===== src/rtl/wr_ptr_full.sv =====
// Write-domain pointer and full-flag stage of the async FIFO: binary/Gray write pointers,
// read-pointer synchroniser, registered full and overflow flags. Optional almost_full via WR_ALMOST_FULL_EN.
module wr_ptr_full #(
   parameter int ADDRESS_WIDTH      = 4,
   parameter int DEPTH              = 16,
   parameter int ALMOST_FULL_THRESH = 12
) (
   input  logic                     wr_clk,
   input  logic                     wr_rst,
   input  logic                     wr_en,
   input  logic [ADDRESS_WIDTH:0]   rd_ptr_gray,
   output logic [ADDRESS_WIDTH-1:0] wr_addr,
   output logic [ADDRESS_WIDTH:0]   wr_ptr_gray,
   output logic                     fifo_full,
   output logic                     wr_overflow
`ifdef WR_ALMOST_FULL_EN
   ,
   output logic                     almost_full
`endif
);

   localparam int PW = ADDRESS_WIDTH + 1;

   if (DEPTH != (1 << ADDRESS_WIDTH) || ALMOST_FULL_THRESH > DEPTH) begin : g_bad_param
      $error("wr_ptr_full: DEPTH must be 2**ADDRESS_WIDTH and ALMOST_FULL_THRESH <= DEPTH");
   end

   logic [PW-1:0] wr_bin;
   logic [PW-1:0] wr_bin_next;
   logic [PW-1:0] gray_next;
   logic [PW-1:0] rq1;
   logic [PW-1:0] rq2;
   logic [PW-1:0] full_cmp;
   logic          accept;
   logic          full_next;

   assign accept      = wr_en & ~fifo_full;
   assign wr_bin_next = wr_bin + PW'(accept);
   assign gray_next   = (wr_bin_next >> 1) ^ wr_bin_next;

   // Full when the write pointer is one lap ahead: top two Gray bits inverted, rest equal.
   assign full_cmp  = {~rq2[PW-1:PW-2], rq2[PW-3:0]};
   assign full_next = (gray_next == full_cmp);

   assign wr_addr = wr_bin[ADDRESS_WIDTH-1:0];

   always_ff @(posedge wr_clk or posedge wr_rst) begin
      if (wr_rst) begin
         wr_bin      <= '0;
         wr_ptr_gray <= '0;
         rq1         <= '0;
         rq2         <= '0;
         fifo_full   <= 1'b0;
         wr_overflow <= 1'b0;
      end else begin
         wr_bin      <= wr_bin_next;
         wr_ptr_gray <= gray_next;
         rq1         <= rd_ptr_gray;
         rq2         <= rq1;
         fifo_full   <= full_next;
         wr_overflow <= wr_overflow | (wr_en & fifo_full);
      end
   end

`ifdef WR_ALMOST_FULL_EN
   logic [PW-1:0] rd_bin_s;
   logic [PW-1:0] level_next;

   // Each binary bit is the XOR of all Gray bits at or above it.
   always_comb begin
      rd_bin_s = '0;
      for (int i = 0; i < PW; i++) begin
         rd_bin_s[i] = ^(rq2 >> i);
      end
   end

   assign level_next = wr_bin_next - rd_bin_s;

   always_ff @(posedge wr_clk or posedge wr_rst) begin
      if (wr_rst) begin
         almost_full <= 1'b0;
      end else begin
         almost_full <= (level_next >= PW'(ALMOST_FULL_THRESH));
      end
   end
`endif

endmodule


===== config.mk =====
export PLATFORM = sky130hd
export DESIGN_NAME = wr_ptr_full
export DESIGN_NICKNAME = d
export VERILOG_FILES = /design/src/rtl/wr_ptr_full.sv
export SDC_FILE = /design/constraint.sdc
export NUM_CORES = 1
export LEC_CHECK = 0
export BUFFER_PORTS_ARGS = -buffer_cell sky130_fd_sc_hd__buf_2
export CAP_MARGIN = 20
export CORE_MARGIN = 2
export CORE_UTILIZATION = 24
export CTS_BUF_LIST = sky130_fd_sc_hd__clkbuf_16
export CTS_CLUSTER_DIAMETER = 40
export DETAILED_ROUTE_END_ITERATION = 10
export PLACE_DENSITY = 0.46
export SLEW_MARGIN = 20
export SYNTH_ARGS = -nofsm -noshare
export SYNTH_HDL_FRONTEND = slang
export SYNTH_SLANG_ARGS = --single-unit

===== constraint.sdc =====
create_clock -name wr_clk -period 2.57 [get_ports wr_clk]
set_clock_uncertainty 0.05 [all_clocks]
set_input_delay 0.1285 -clock wr_clk [delete_from_list [all_inputs] [get_ports wr_clk]]
set_output_delay 0.1285 -clock wr_clk [all_outputs]
set_load 0.03 [all_outputs]

; After elaboration in Yosys (flattened, before gate mapping)
; Index checks and enable logic that the tools add are counted.
[op_classes]
add_sub_neg = 1
n_eq_ne = 1
n_bitwise = 6
[op_table]
columns = operator, n
row1 = 5-bit by 1-bit adder with 5-bit output, 1
row2 = 5-bit equality test, 1
row3 = 4-bit by 5-bit bitwise XOR with 5-bit output, 1
row4 = 1-bit bitwise AND, 2
row5 = 2-bit inverter, 1
row6 = 1-bit inverter, 1
row7 = 1-bit bitwise OR, 1
[totals]
ff_bits = 22
out_inout_bits = 11
wordCells = 14

; Longest topological paths before layout
; Gate-level depths: netlist (run 1).
[logic_depth]
word_depth = 5
depth_mapped = 7
depth_no_buf = 7

; Least setup slack after synthesis (run 1)
; Ideal clock, no wire load.
[synth_path]
path_kind = reg-to-reg
startpoint = register fifo_full
endpoint = register fifo_full
arrival_time_ns = 1.936
t_required_ns = 2.443
path_slack_ns = 0.507
stages_incl_launch_ff = 8
cell_sequence = dfrtp_1 nor2b_1 ha_1 ha_1 and4b_1 o21a_1 or3_1 a21oi_1
[synth_via]
elab_chain_len = 5
[synth_rtl]
columns = element, line_no
row1 = "start, declared", 14  ; output logic fifo_full,
row2 = "start signal, assigned", 60  ; fifo_full <= full_next;
row3 = 1-bit inverter, 37  ; assign accept = wr_en & ~fifo_full;
row4 = 1-bit bitwise AND, 37
row5 = 5-bit by 1-bit adder with 5-bit output, 38  ; assign wr_bin_next = wr_bin + PW'(accept);
row6 = 4-bit by 5-bit bitwise XOR with 5-bit output, 39  ; assign gray_next = (wr_bin_next >> 1) ^ wr_bin_next;
row7 = 5-bit equality test, 43  ; assign full_next = (gray_next == full_cmp);
row8 = via full_next, 35  ; logic full_next;
; The timed path passes the listed nets, and every way through them passes these cells.

; Worst setup path after layout (run 1)
; Same ends and word-level chain as after synthesis.

==> results of run 1 <==
==> state kept, by name, summed over array words and instances (netlist names) <==
| name | cells |
|---|---|
| wr_overflow | 1 |
| wr_ptr_gray | 4 |
| rq1 | 5 |
| wr_bin | 5 |
| fifo_full | 1 |
| rq2 | 5 |
==> worst max-delay path, cell delays in order (launching register included) <==
cell and delay [ns]:
dfrtp_1 0.39, nor2b_1 0.13, ha_1 0.25, ha_1 0.27
xnor3_4 0.51, xor2_1 0.14, nand4_1 0.13, a21oi_1 0.15
==> what timing repair did <==
action	CTS	global route
hold buffers	6	0
hold endpoints to repair	26	0
buffers inserted	0	0
==> final timing paths <==
check	slack (ns)	startpoint	endpoint
setup / recovery	0.47	fifo_full	fifo_full
hold / removal	0.04	wr_en	wr_overflow
setup reg to reg	0.47	fifo_full	fifo_full
hold reg to reg	0.30	rq1[2]	rq2[2]
max in group asynchronous	1.49	wr_rst	fifo_full
min in group asynchronous	0.51	wr_rst	rq1[4]
==> Yosys cell counts (all sizes together) <==
library cell,n
a21boi,2
a21o,1
a21oi,1
a31oi,1
and4b,1
dfrtp,21
ha,2
inv,1
nand3,2
nand4,1
nor2,1
nor2b,1
o21a,1
o21ai,1
or3,1
xnor2,4
xnor3,2
xor2,8
==> cells by family after synthesis <==
family                     Yosys count
AOI/OAI and AO/OA                    7
xor gates and xnor gates            14
adders and majority gates            2
buffers and inverters                1
DFF                                 21
and+or+nand+nor                      7
==> area by class of cell <==
| class | count | share of cell area |
|---|---|---|
| inverters | 1 | 0.00347 |
| flip-flops and latches | 21 | 0.486 |
| multi-input cells | 30 | 0.247 |
| clock inverters | 1 | 0.00462 |
| well taps | 44 | 0.0509 |
| repair buffers | 24 | 0.139 |
| clock buffers | 3 | 0.0694 |
==> cells in the final DEF, fill, tap and decap left out, drive strengths merged, types with 2 or more instances in the layout <==
master	n
dfrtp	21
buf	18
xor2	8
dlygate4sd3	6
xnor2	4
clkbuf	3
a21boi	2
nand3	2
ha	2
xnor3	2
==> routing by layer <==
layer	wire length (um)	GRT usage	vias up
met1	557	0.0941	220
met2	574	0.120	17
met4	35	0.0547	0
li1	-	-	230
met3	79	0.0378	2
met5	0	0	-
==> power by group through the flow <==
| stage | clock [mW] | sequential (mW) | combinational (mW) |
|---|---|---|---|
| floorplan | 0 | 0.687 | 0.346 |
| global placement | 0 | 0.516 | 0.676 |
| detailed placement | 0 | 0.520 | 0.682 |
| CTS | 0.330 | 0.516 | 0.690 |
| global route | 0.345 | 0.529 | 0.736 |
| finish | 0.318 | 0.513 | 0.675 |
==> out/metrics.yaml, run 1 <==
placed_cells: 114
status: "completed"
path_clk_slew_ns: 0.05
clkPwrFrac: 0.211
hp-class: "input port to register"
power_switching_uw: 580
yosysWarnings: 0
final.setup.tns_ns: 0
netlist_area_um2: 797
fp-row-count: 20
viasPerCell: 3.78
pwr-share-comb: 0.448
h-tree-depth: 1
fin_nets: 91
n_antenna_cell: 0
critPathMaxFanout: 6
worstSetupEndpointType: "register"
fmax_mhz: 475
max-slew-margin-rel: 0.494
cp.arrival_ns: 2.22
synthDistinctLibCells: 19
synth.area.mux_share: 0
fillers: 333
hpwl_um: 893
drcViolationCount: 0
switching_share: 0.385
cts_tree: "done"
netlist.area_leader.share: 0.659
pwr-share-seq: 0.340
cellLeakagePower_nw: 0.521
grt_pass1_wl_mm: 2.09
clkSinkCount: 21
place_congestion: 0.651
synth-simple-area-share: 0.0534
fin_crit_sh: 0.819
worst_pin_slew_ns: 0.758
peakVddDrop_mv: 0.497
final_hold_viol_count: 0
regArea_um2: 526
drtAntennaViolNets: 0
routed_wirelength_mm: 1.25
finalPower_mw: 1.51
clockRootBuffer: "clkbuf_16"
hold_depth: 2
grt-ovfl-total: 0
grt_pass1_vias: 457
core_area_um2: 3100
cp.required_ns: 2.69
clk_latency_ns: 0.25
worst_setup_path_start_kind: "register"
drt_iter0_markers: 0
synth_cells: 52
placed_area_um2: 942
cap_viol_max_count: 0
first_pass_iters: 1
worst-setup-path-type: "register to register"
setup_viol: 0
cts_made_buffers: 3
synthAdderAreaFrac: 0.0314
rr_worst_depth: 7
io_buffers: 18
synth_top_family_by_area: "XOR/XNOR gates"
cts_buffer_depth: 2
initial_core_util: 0.257
instances_no_fill: 124
finalCriticalPeriod_ns: 2.10
worst_slack_ns: 0.466
drive_gt1_frac: 0.288
synth_compound_area_frac: 0.0581
wl_per_cell_um: 10.1
design_area_um2: 1080
dieArea_um2: 3800
synth_seq_cells: 21
fp.dieH_um: 61.6
cts-resized-gates: 0
synth_fp_nets: 62
multi_input_area_um2: 268
antenna_found_initial: 0
fp.dieW_um: 61.6
vias: 469
final_core_util: 0.349
ys_top_cells_by_area: "dfrtp_1, xor2_1, xnor2_1"
io_pins: 19
seq_area_frac_synth: 0.659
p_per_area_nw_per_um2: 1390
grt_start_max_net_pins: 22
drv_slew: 0
syn_to_final_growth_pct: 35.8
synth_xor_area_frac: 0.193
yosys.area.top_type: "dfrtp_1"
pre_cts_slack_ns: 0.454
hold_ws_ns: 0.0405
avgSynthCellArea_um2: 15.3
rsz0062_at_grt: "false"
grt.total_usage: 0.0816
p_int_uw: 926
(Power assumes the default switching activity.)
==> run 2: changes to the inputs <==
==> constraint.sdc (replaced) <==
create_clock -name wr_clk -period 1.99 [get_ports wr_clk]
set_clock_uncertainty 0.05 [all_clocks]
set_input_delay 0.0995 -clock wr_clk [delete_from_list [all_inputs] [get_ports wr_clk]]
set_output_delay 0.0995 -clock wr_clk [all_outputs]
set_load 0.03 [all_outputs]
==> out/metrics.yaml, run 2 (synthesis gave the netlist of run 1 again) <==
status: "completed"  # unchanged
finalCriticalPeriod_ns: 1.91  # was 2.10 ns
p_per_area_nw_per_um2: 1790  # was 1390 nW/um^2
grt_util_met2: 0.114  # was 0.120
dieArea_um2: 3800  # unchanged
cellLeakagePower_nw: 0.538  # was 0.521 nW
design_area_um2: 1130  # was 1080 um^2
grt-busiest-layer: "met2"  # unchanged
fp-row-count: 20  # unchanged
worst-setup-path-type: "register to register"  # unchanged
h-tree-depth: 1  # unchanged
drcViolationCount: 0  # unchanged
vias: 485  # was 469
cp.required_ns: 2.12  # was 2.69 ns
first_pass_iters: 2  # was 1
hold_ws_ns: 0.0127  # was 0.0405 ns
worst_setup_path_start_kind: "register"  # unchanged
n_antenna_cell: 0  # unchanged
use_met3: 0.0378  # unchanged
rsz0062_at_grt: "false"  # unchanged
antenna_found_initial: 0  # unchanged
fin_nets: 95  # was 91
drtAntennaViolNets: 0  # unchanged
initial_core_util: 0.257  # unchanged
wl_per_cell_um: 9.73  # was 10.1 um
final.setup.tns_ns: 0  # unchanged
r2r_start: "fifo_full"  # unchanged
drive_gt1_frac: 0.357  # was 0.288
clk_latency_ns: 0.25  # about the same
path_clk_slew_ns: 0.06  # was 0.05 ns
place_congestion: 0.688  # was 0.651
cts_buffer_depth: 2  # unchanged
setup_viol: 0  # unchanged
grt_start_max_net_pins: 22  # unchanged
clkSinkCount: 21  # unchanged
fp.dieW_um: 61.6  # unchanged
grt_pass1_vias: 450  # was 457
worst_pin_slew_ns: 0.766  # was 0.758 ns
fp.dieH_um: 61.6  # unchanged
routed_wirelength_mm: 1.25  # about the same
drv_slew: 0  # unchanged
placed_area_um2: 966  # was 942 um^2
cts_made_buffers: 3  # unchanged
core_area_um2: 3100  # unchanged
cp.arrival_ns: 2.04  # was 2.22 ns
peakVddDrop_mv: 0.580  # was 0.497 mV
final_hold_viol_count: 0  # unchanged
clockRootBuffer: "clkbuf_16"  # unchanged
final_cell_mix: "dfrtp_1, buf_2, xor2_1"  # unchanged
cap_viol_max_count: 0  # unchanged
fin_crit_sh: 0.959  # was 0.819
viasPerCell: 3.79  # was 3.78
grt.total_usage: 0.0786  # was 0.0816
crit_path_start: "fifo_full"  # unchanged
grt_pass1_wl_mm: 2.00  # was 2.09 mm
drt_iter0_markers: 3  # was 0
critPathMaxFanout: 4  # was 6
hpwl_um: 862  # was 893 um
mostFrequentLayoutCell: "dfrtp_1"  # unchanged
grt-ovfl-total: 0  # unchanged
reg2reg_setup_slack_ns: 0.08  # was 0.47 ns
use_met1: 0.0903  # was 0.0941
fmax_mhz: 524  # was 475 MHz
worstHoldStart: "wr_en"  # unchanged
io_buffers: 18  # unchanged
syn_to_final_growth_pct: 41.9  # was 35.8%
io_pins: 19  # unchanged
placed_cells: 115  # was 114
instances_no_fill: 128  # was 124
cts_tree: "done"  # unchanged
reg_top3: "rq1 (5), rq2 (5), wr_bin (5)"  # unchanged
max-slew-margin-rel: 0.489  # was 0.494
worstSetupEndpointType: "register"  # unchanged
hp-class: "input port to register"  # unchanged
[run 2: cell count changes in the layout (fill, tap and decap cells not counted)]
| cell | change |
|---|---|
| a21oi_1 | -1 |
| a21oi_2 | +1 |
| buf_4 | +4 |
| clkinv_2 | -1 |
| dfrtp_1 | -1 |
| dfrtp_2 | +1 |
| ha_1 | -2 |
| ha_2 | +1 |
| ha_4 | +1 |
| inv_1 | +1 |
[run 2: repair_timing]
action / in CTS / in global routing
resized for setup: 0 / 1
endpoints found under the hold margin: 26 / 0
setup buffers: 1 / 2
setup endpoints to repair: 1 / 1
pin swaps: 1 / 3
hold buffers: 6 / 0
[run 2: worst max-delay path: stages, from the launching register on]
cell	delay, ns
dfrtp_2	0.40
nor2b_1	0.13
ha_2	0.22
ha_4	0.14
and4b_1	0.18
o21a_1	0.18
or3_1	0.39
a21oi_2	0.14
[run 2: through the flow]
stage / setup slack (ns) / util / total power [mW]
floorplan: 0.0397 / - / 1.37
global placement: 0.0583 / 0.311 / 1.60
detailed placement: 0.0113 / 0.311 / 1.61
CTS: 0.0356 / 0.358 / 2.04
global route: 0.00386 / 0.365 / 2.16
finish: 0.0815 / 0.365 / 2.02
[run 2: final timing paths]
check | to | depth (start not counted)
setup reg to reg | fifo_full | 7
hold reg to reg | rq2[1] | 0
min in group asynchronous | rq1[3] | 3
hold / removal | wr_overflow | 2
max in group asynchronous | fifo_full | 3
setup / recovery | fifo_full | 7
[run 2: cell type report]
cell class	count	area, um^2
fill	334	1970
sequential	21	527
multi-input combinational	30	287
timing repair buffer	28	180
clock buffer	3	75.1
tap	44	55.1
clock inverter	1	3.75
inverter	1	3.75
[run 2: metal layers]
metal	vias up	routed length, um
li1	240	-
met1	227	570
met2	16	568
met3	2	72
met4	0	35
met5	-	0
[run 2: power by group]
group / internal [mW] / total [mW] / leakage, nW / switching (mW)
Clock: 0.267 / 0.409 / 0.0423 / 0.142
Sequential: 0.560 / 0.666 / 0.246 / 0.106
Combinational: 0.429 / 0.946 / 0.249 / 0.517
Total: 1.26 / 2.02 / 0.538 / 0.764
